==> src/rtl/axis_pulse_encoder_if.sv <==
// Stream and config/status bundle for the pulse encoder.
// The DUT uses the slave modport; the stimulus side uses master.
interface axis_pulse_encoder_if;
    logic [31:0] cfg_data;
    logic [31:0] sts_data;
    logic        s_axis_tready;
    logic [15:0] s_axis_tdata;
    logic        s_axis_tvalid;
    logic        m_axis_tready;
    logic [63:0] m_axis_tdata;
    logic        m_axis_tvalid;

    modport slave (
        input  cfg_data, s_axis_tdata, s_axis_tvalid, m_axis_tready,
        output sts_data, s_axis_tready, m_axis_tdata, m_axis_tvalid
    );

    modport master (
        output cfg_data, s_axis_tdata, s_axis_tvalid, m_axis_tready,
        input  sts_data, s_axis_tready, m_axis_tdata, m_axis_tvalid
    );
endinterface

==> src/rtl/axis_pulse_encoder.sv <==
// Re-encodes a sparse 16-bit sample stream into 64-bit {gap, 0, sample} pulse descriptors,
// with a single-entry output register and a saturating count of dropped descriptors.
module axis_pulse_encoder (
    input  logic                        aclk,
    input  logic                        aresetn,
    axis_pulse_encoder_if.slave         bus
);
    localparam int unsigned SAMPLE_W = 16;
    localparam int unsigned CNTR_W   = 32;
    localparam int unsigned DESC_W   = 64;

    typedef enum logic {
        ST_EMPTY = 1'b0,
        ST_HOLD  = 1'b1
    } state_t;

    state_t                state_q,     state_d;
    logic [CNTR_W-1:0]     cntr_q,      cntr_d;
    logic [SAMPLE_W-1:0]   held_q,      held_d;
    logic                  out_valid_q, out_valid_d;
    logic [DESC_W-1:0]     out_data_q,  out_data_d;
    logic [CNTR_W-1:0]     drop_q,      drop_d;

    logic                  emit_c;
    logic                  out_free_c;
    logic [DESC_W-1:0]     emit_data_c;

    // Next-state: sample capture, gap counting, timeout, and output-register load/drop.
    always_comb begin
        state_d     = state_q;
        cntr_d      = cntr_q;
        held_d      = held_q;
        out_valid_d = out_valid_q;
        out_data_d  = out_data_q;
        drop_d      = drop_q;
        emit_c      = 1'b0;
        emit_data_c = {cntr_q, SAMPLE_W'(0), held_q};
        out_free_c  = !out_valid_q || bus.m_axis_tready;

        unique case (state_q)
            ST_EMPTY: begin
                if (bus.s_axis_tvalid) begin
                    held_d  = bus.s_axis_tdata;
                    cntr_d  = CNTR_W'(0);
                    state_d = ST_HOLD;
                end
            end
            ST_HOLD: begin
                if (bus.s_axis_tvalid) begin
                    emit_c = 1'b1;
                    held_d = bus.s_axis_tdata;
                    cntr_d = CNTR_W'(0);
                end else if (cntr_q >= bus.cfg_data) begin
                    // Counter never passes cfg_data, so the increment below cannot wrap.
                    emit_c  = 1'b1;
                    cntr_d  = CNTR_W'(0);
                    state_d = ST_EMPTY;
                end else begin
                    cntr_d = cntr_q + CNTR_W'(1);
                end
            end
            default: state_d = ST_EMPTY;
        endcase

        if (out_free_c) begin
            out_valid_d = emit_c;
            if (emit_c) begin
                out_data_d = emit_data_c;
            end
        end else if (emit_c && (drop_q != {CNTR_W{1'b1}})) begin
            drop_d = drop_q + CNTR_W'(1);
        end
    end

    always_ff @(posedge aclk or negedge aresetn) begin
        if (!aresetn) begin
            state_q     <= ST_EMPTY;
            cntr_q      <= CNTR_W'(0);
            held_q      <= SAMPLE_W'(0);
            out_valid_q <= 1'b0;
            out_data_q  <= DESC_W'(0);
            drop_q      <= CNTR_W'(0);
        end else begin
            state_q     <= state_d;
            cntr_q      <= cntr_d;
            held_q      <= held_d;
            out_valid_q <= out_valid_d;
            out_data_q  <= out_data_d;
            drop_q      <= drop_d;
        end
    end

    assign bus.s_axis_tready = 1'b1;
    assign bus.m_axis_tvalid = out_valid_q;
    assign bus.m_axis_tdata  = out_data_q;
    assign bus.sts_data      = drop_q;
endmodule
==> src/flat_wrapper.sv <==
// flat-port wrapper written by rule: the top's interface ports become plain ports
module axis_pulse_encoder_flat 
  (aclk, aresetn, bus_cfg_data, bus_s_axis_tdata, bus_s_axis_tvalid, bus_m_axis_tready, bus_sts_data, bus_s_axis_tready, bus_m_axis_tdata, bus_m_axis_tvalid);
  axis_pulse_encoder_if bus_i ();
  input  logic aclk;
  input  logic aresetn;
  input wire logic [$bits(bus_i.cfg_data)-1:0] bus_cfg_data;
  input wire logic [$bits(bus_i.s_axis_tdata)-1:0] bus_s_axis_tdata;
  input wire logic [$bits(bus_i.s_axis_tvalid)-1:0] bus_s_axis_tvalid;
  input wire logic [$bits(bus_i.m_axis_tready)-1:0] bus_m_axis_tready;
  output wire logic [$bits(bus_i.sts_data)-1:0] bus_sts_data;
  output wire logic [$bits(bus_i.s_axis_tready)-1:0] bus_s_axis_tready;
  output wire logic [$bits(bus_i.m_axis_tdata)-1:0] bus_m_axis_tdata;
  output wire logic [$bits(bus_i.m_axis_tvalid)-1:0] bus_m_axis_tvalid;
  assign bus_i.cfg_data = bus_cfg_data;
  assign bus_i.s_axis_tdata = bus_s_axis_tdata;
  assign bus_i.s_axis_tvalid = bus_s_axis_tvalid;
  assign bus_i.m_axis_tready = bus_m_axis_tready;
  assign bus_sts_data = bus_i.sts_data;
  assign bus_s_axis_tready = bus_i.s_axis_tready;
  assign bus_m_axis_tdata = bus_i.m_axis_tdata;
  assign bus_m_axis_tvalid = bus_i.m_axis_tvalid;
  axis_pulse_encoder u_core (.aclk(aclk), .aresetn(aresetn), .bus(bus_i));
endmodule
==> config.mk <==
export PLATFORM = sky130hd
export DESIGN_NAME = axis_pulse_encoder_flat
export DESIGN_NICKNAME = d
export VERILOG_FILES = /design/src/rtl/axis_pulse_encoder_if.sv /design/src/rtl/axis_pulse_encoder.sv /design/src/flat_wrapper.sv
export SDC_FILE = /design/constraint.sdc
export NUM_CORES = 1
export LEC_CHECK = 0
export CORE_MARGIN = 1
export CORE_UTILIZATION = 50
export DETAILED_ROUTE_END_ITERATION = 6
export GPL_TIMING_DRIVEN = 1
export PLACE_DENSITY = 0.81
export SYNTH_ARGS = -nofsm -noshare
export SYNTH_HDL_FRONTEND = slang
export SYNTH_SLANG_ARGS = --single-unit
==> constraint.sdc <==
create_clock -name aclk -period 7.95 [get_ports aclk]
set_input_delay 1.59 -clock aclk [delete_from_list [all_inputs] [get_ports aclk]]
set_output_delay 1.59 -clock aclk [all_outputs]
set_load 0.005 [all_outputs]
==> results.sh <==
export IMPL_status="complete, no violations"
export IMPL_finalSetupViolCount=0
export IMPL_drive_above_1_share=0.140
export IMPL_power_net_switching_mw=0.405
export IMPL_min_path_type="reg2reg"
export IMPL_start_util=0.515
export IMPL_grt_ovfl_total=0
export IMPL_cts_root_buf="clkbuf_16"
export IMPL_firstDrtPassIters=5
export IMPL_globalplace_congestion=0.835
export IMPL_drc=0
export IMPL_max_vdd_ir_drop_uv=152
export IMPL_track_usage=0.235
export IMPL_grt_pass1_wl_um=26100
export IMPL_syn_inst=631
export IMPL_max_clock_freq_mhz=171
export IMPL_antenna_left=0
export IMPL_p_clk_frac=0.427
export IMPL_critPathMaxStageDelay_ns=1.04
export IMPL_clock_latency_ns=0.43
export IMPL_end_kind="flop"
export IMPL_row_count=42
export IMPL_skew_ns=0.00921
export IMPL_final_util=0.660
export IMPL_drtIter0Drc=348
export IMPL_hold_buffers=0
export IMPL_hold_path_depth=1
export IMPL_slowest_stage="nand3b_2"
export IMPL_synth_edf_count=0
export IMPL_cts_tree="done"
export IMPL_hold_violations=0
export IMPL_postCtsSetupBuffers=0
export IMPL_crit_fanout=33
export IMPL_seq_area_frac_synth=0.475
export IMPL_synth_cell_types=53
export IMPL_fin_crit_sh=0.734
export IMPL_rrSetupSlack_ns=3.30
export IMPL_r2r_cells=9
export IMPL_worst_pin_slew_ns=1.09
export IMPL_die_w_um=119
export IMPL_maxSlewHeadroom=0.268
export IMPL_wl_per_cell_um=16.5
export IMPL_die_h_um=119
export IMPL_power_leakage_nw=3.97
export IMPL_maxSlewViolCount=0
export IMPL_syn_area_per_cell_um2=10.9
export IMPL_fin_crit_ns=5.84
export IMPL_crit_path_start_kind="primary input"
export IMPL_required_ns=8.26
export IMPL_n_antenna_cell=0
export IMPL_vias=5297
export IMPL_arrival_ns=6.15
export IMPL_cts_sinks=130
export IMPL_synth_warnings=0
export IMPL_synth_flop_cell="dfrtp_1"
export IMPL_numPortBuffers=132
export IMPL_criticalPathCategory="in2reg"
export IMPL_p_sw_frac=0.237
export IMPL_cts_made_buffers=17
export IMPL_grt_max_degree=86
export IMPL_nets=847
export IMPL_coreArea_um2=13300
export IMPL_syn2layout_area_growth_pct=28.1
export IMPL_ios=150
export IMPL_combPwrFrac=0.133
export IMPL_cts_resized=0
export IMPL_first_global_vias=5293
export IMPL_syn_cell_area_um2=6850
export IMPL_antenna_found_initial=0
export IMPL_crit_chain="clkdlybuf4s50_1 -> inv_1 -> ha_1 -> a21oi_1 -> o21a_1 -> o211ai_1 -> o21ai_0 -> nand4b_2 -> nand3b_2 -> buf_4 -> mux2_2"
export IMPL_hpwl_um=10900
export IMPL_ys_ff_latch=130
export IMPL_synth_async_reset_ratio=1.00
export IMPL_h_tree_depth=4
export IMPL_routed_wl_um=15600
export IMPL_powerDensity_nw_per_um2=195
export IMPL_design_die_area_um2=14200
export IMPL_viasPerCell=5.59
export IMPL_fin_setup_tns_ns=0
export IMPL_whs_ns=0.492
export IMPL_p_seq_frac=0.441
export IMPL_p_int_mw=1.30
export IMPL_cts_path_max_buffers=2
export IMPL_max_cap_violations=0
export IMPL_path_clk_slew_ns=0.06
export IMPL_rsz0062_at_grt="no"
-- power by group through the flow --
stage	clock network, mW	registers [mW]	logic, mW
after detailed placement	0	0.762	0.227
final	0.729	0.752	0.226
after CTS	0.743	0.752	0.229
after floorplan	0	0.755	0.102
after global placement	0	0.761	0.220
after global routing	0.772	0.759	0.248
-- registers in the layout (all words and copies together), names as in the netlist --
| register | count |
|---|---|
| u_core.bus.m_axis_tdata | 48 |
| u_core.bus.m_axis_tvalid | 1 |
| u_core.bus.sts_data | 32 |
| u_core.cntr_q | 32 |
| u_core.held_q | 16 |
| u_core.state_q | 1 |
-- cells by family (layout without fill, tap and decap cells) --
group	after synthesis	after routing	synth area share
fa+ha+maj	34	34	0.0621
flops	130	130	0.475
simple gates	185	185	0.151
buf+inv	86	212	0.0612
xor+xnor	31	31	0.0397
other cells	2	17	0.00110
compound gates	93	93	0.0848
mux	70	70	0.125
-- per-layer routing --
| layer | vias up | share of wire | global-route usage |
|---|---|---|---|
| li1 | 2486 | - | - |
| met1 | 2634 | 0.45 | 0.303 |
| met2 | 155 | 0.48 | 0.379 |
| met3 | 22 | 0.054 | 0.0570 |
| met4 | 0 | 0.020 | 0.0997 |
| met5 | - | 0 | 0 |
-- area by class of cell --
cell class	instances	area, um2
Clock buffer	24	492
Multi-Input combinational cell	430	3230
Timing Repair Buffer	136	1350
Fill cell	1007	4520
Clock inverter	6	55.1
Sequential cell	130	3250
Inverter	46	173
Tap cell	176	220
-- synthesized netlist by cell type, drive strengths merged (2+ instances only) --
cell type  count  area, um2
a21oi         32        160
nand4b         2       23.8
mux2i          5       50.1
nand3         38        190
buf           32        216
a21o           3       22.5
o21a           4       30.0
or3            5       31.3
mux2          65        807
nor2b          4       25.0
o31ai          4       35.0
nor3          10       50.1
a31oi         14       87.6
and2           3       18.8
nand2         36        135
o21ai         19       95.1
ha            34        425
a41oi          3       26.3
nor4           3       31.3
and3          21        131
inv           46        173
nand4         24        150
xnor2         28        245
or2            5       31.3
nand2b         5       31.3
conb           2       7.51
a22o           2       17.5
and4          12        105
o211ai         2       15.0
clkbuf         8       30.0
nor2          14       52.6
xor2           3       26.3
dfrtp        130       3250
a22oi          2       15.0
-- cell usage in the layout (no fill, tap or decap), drive strengths merged, types with 28 or more instances in the layout --
cell           Yosys  routed
a21oi             32      32
clkdlybuf4s50      0     131
dfrtp            130     130
ha                34      34
inv               46      46
mux2              65      65
nand2             36      36
nand3             38      38
xnor2             28      28
-- final timing paths --
kind | start | endpoint
worst max-delay path | bus_cfg_data[27] | u_core.bus.m_axis_tdata[63]
worst min register to register | u_core.bus.sts_data[18] | u_core.bus.sts_data[18]
max in group asynchronous | aresetn | u_core.bus.sts_data[20]
worst min-delay path | u_core.bus.sts_data[18] | u_core.bus.sts_data[18]
min in group asynchronous | aresetn | u_core.bus.m_axis_tdata[44]
worst max register to register | u_core.cntr_q[27] | u_core.bus.m_axis_tdata[63]
-- through the flow --
step                setup slack (ns)  power, mW  instances  area [um2]
global placement                1.93      0.981        918        8230
detailed placement              1.75      0.989        918        8230
finish                          2.11       1.71        948        8770
global route                    1.86       1.78        948        8770
CTS                             2.14       1.72        948        8770
floorplan                       4.12      0.857        646        6900
-- worst max-delay path, delay by kind of cell --
| family | cells | cell delay, ns |
|---|---|---|
| simple gates | 2 | 1.88 |
| mux | 1 | 0.37 |
| buf+inv | 3 | 0.94 |
| fa+ha+maj | 1 | 0.31 |
| compound gates | 4 | 1.01 |
No activity file was read; power rests on OpenSTA's default activity.
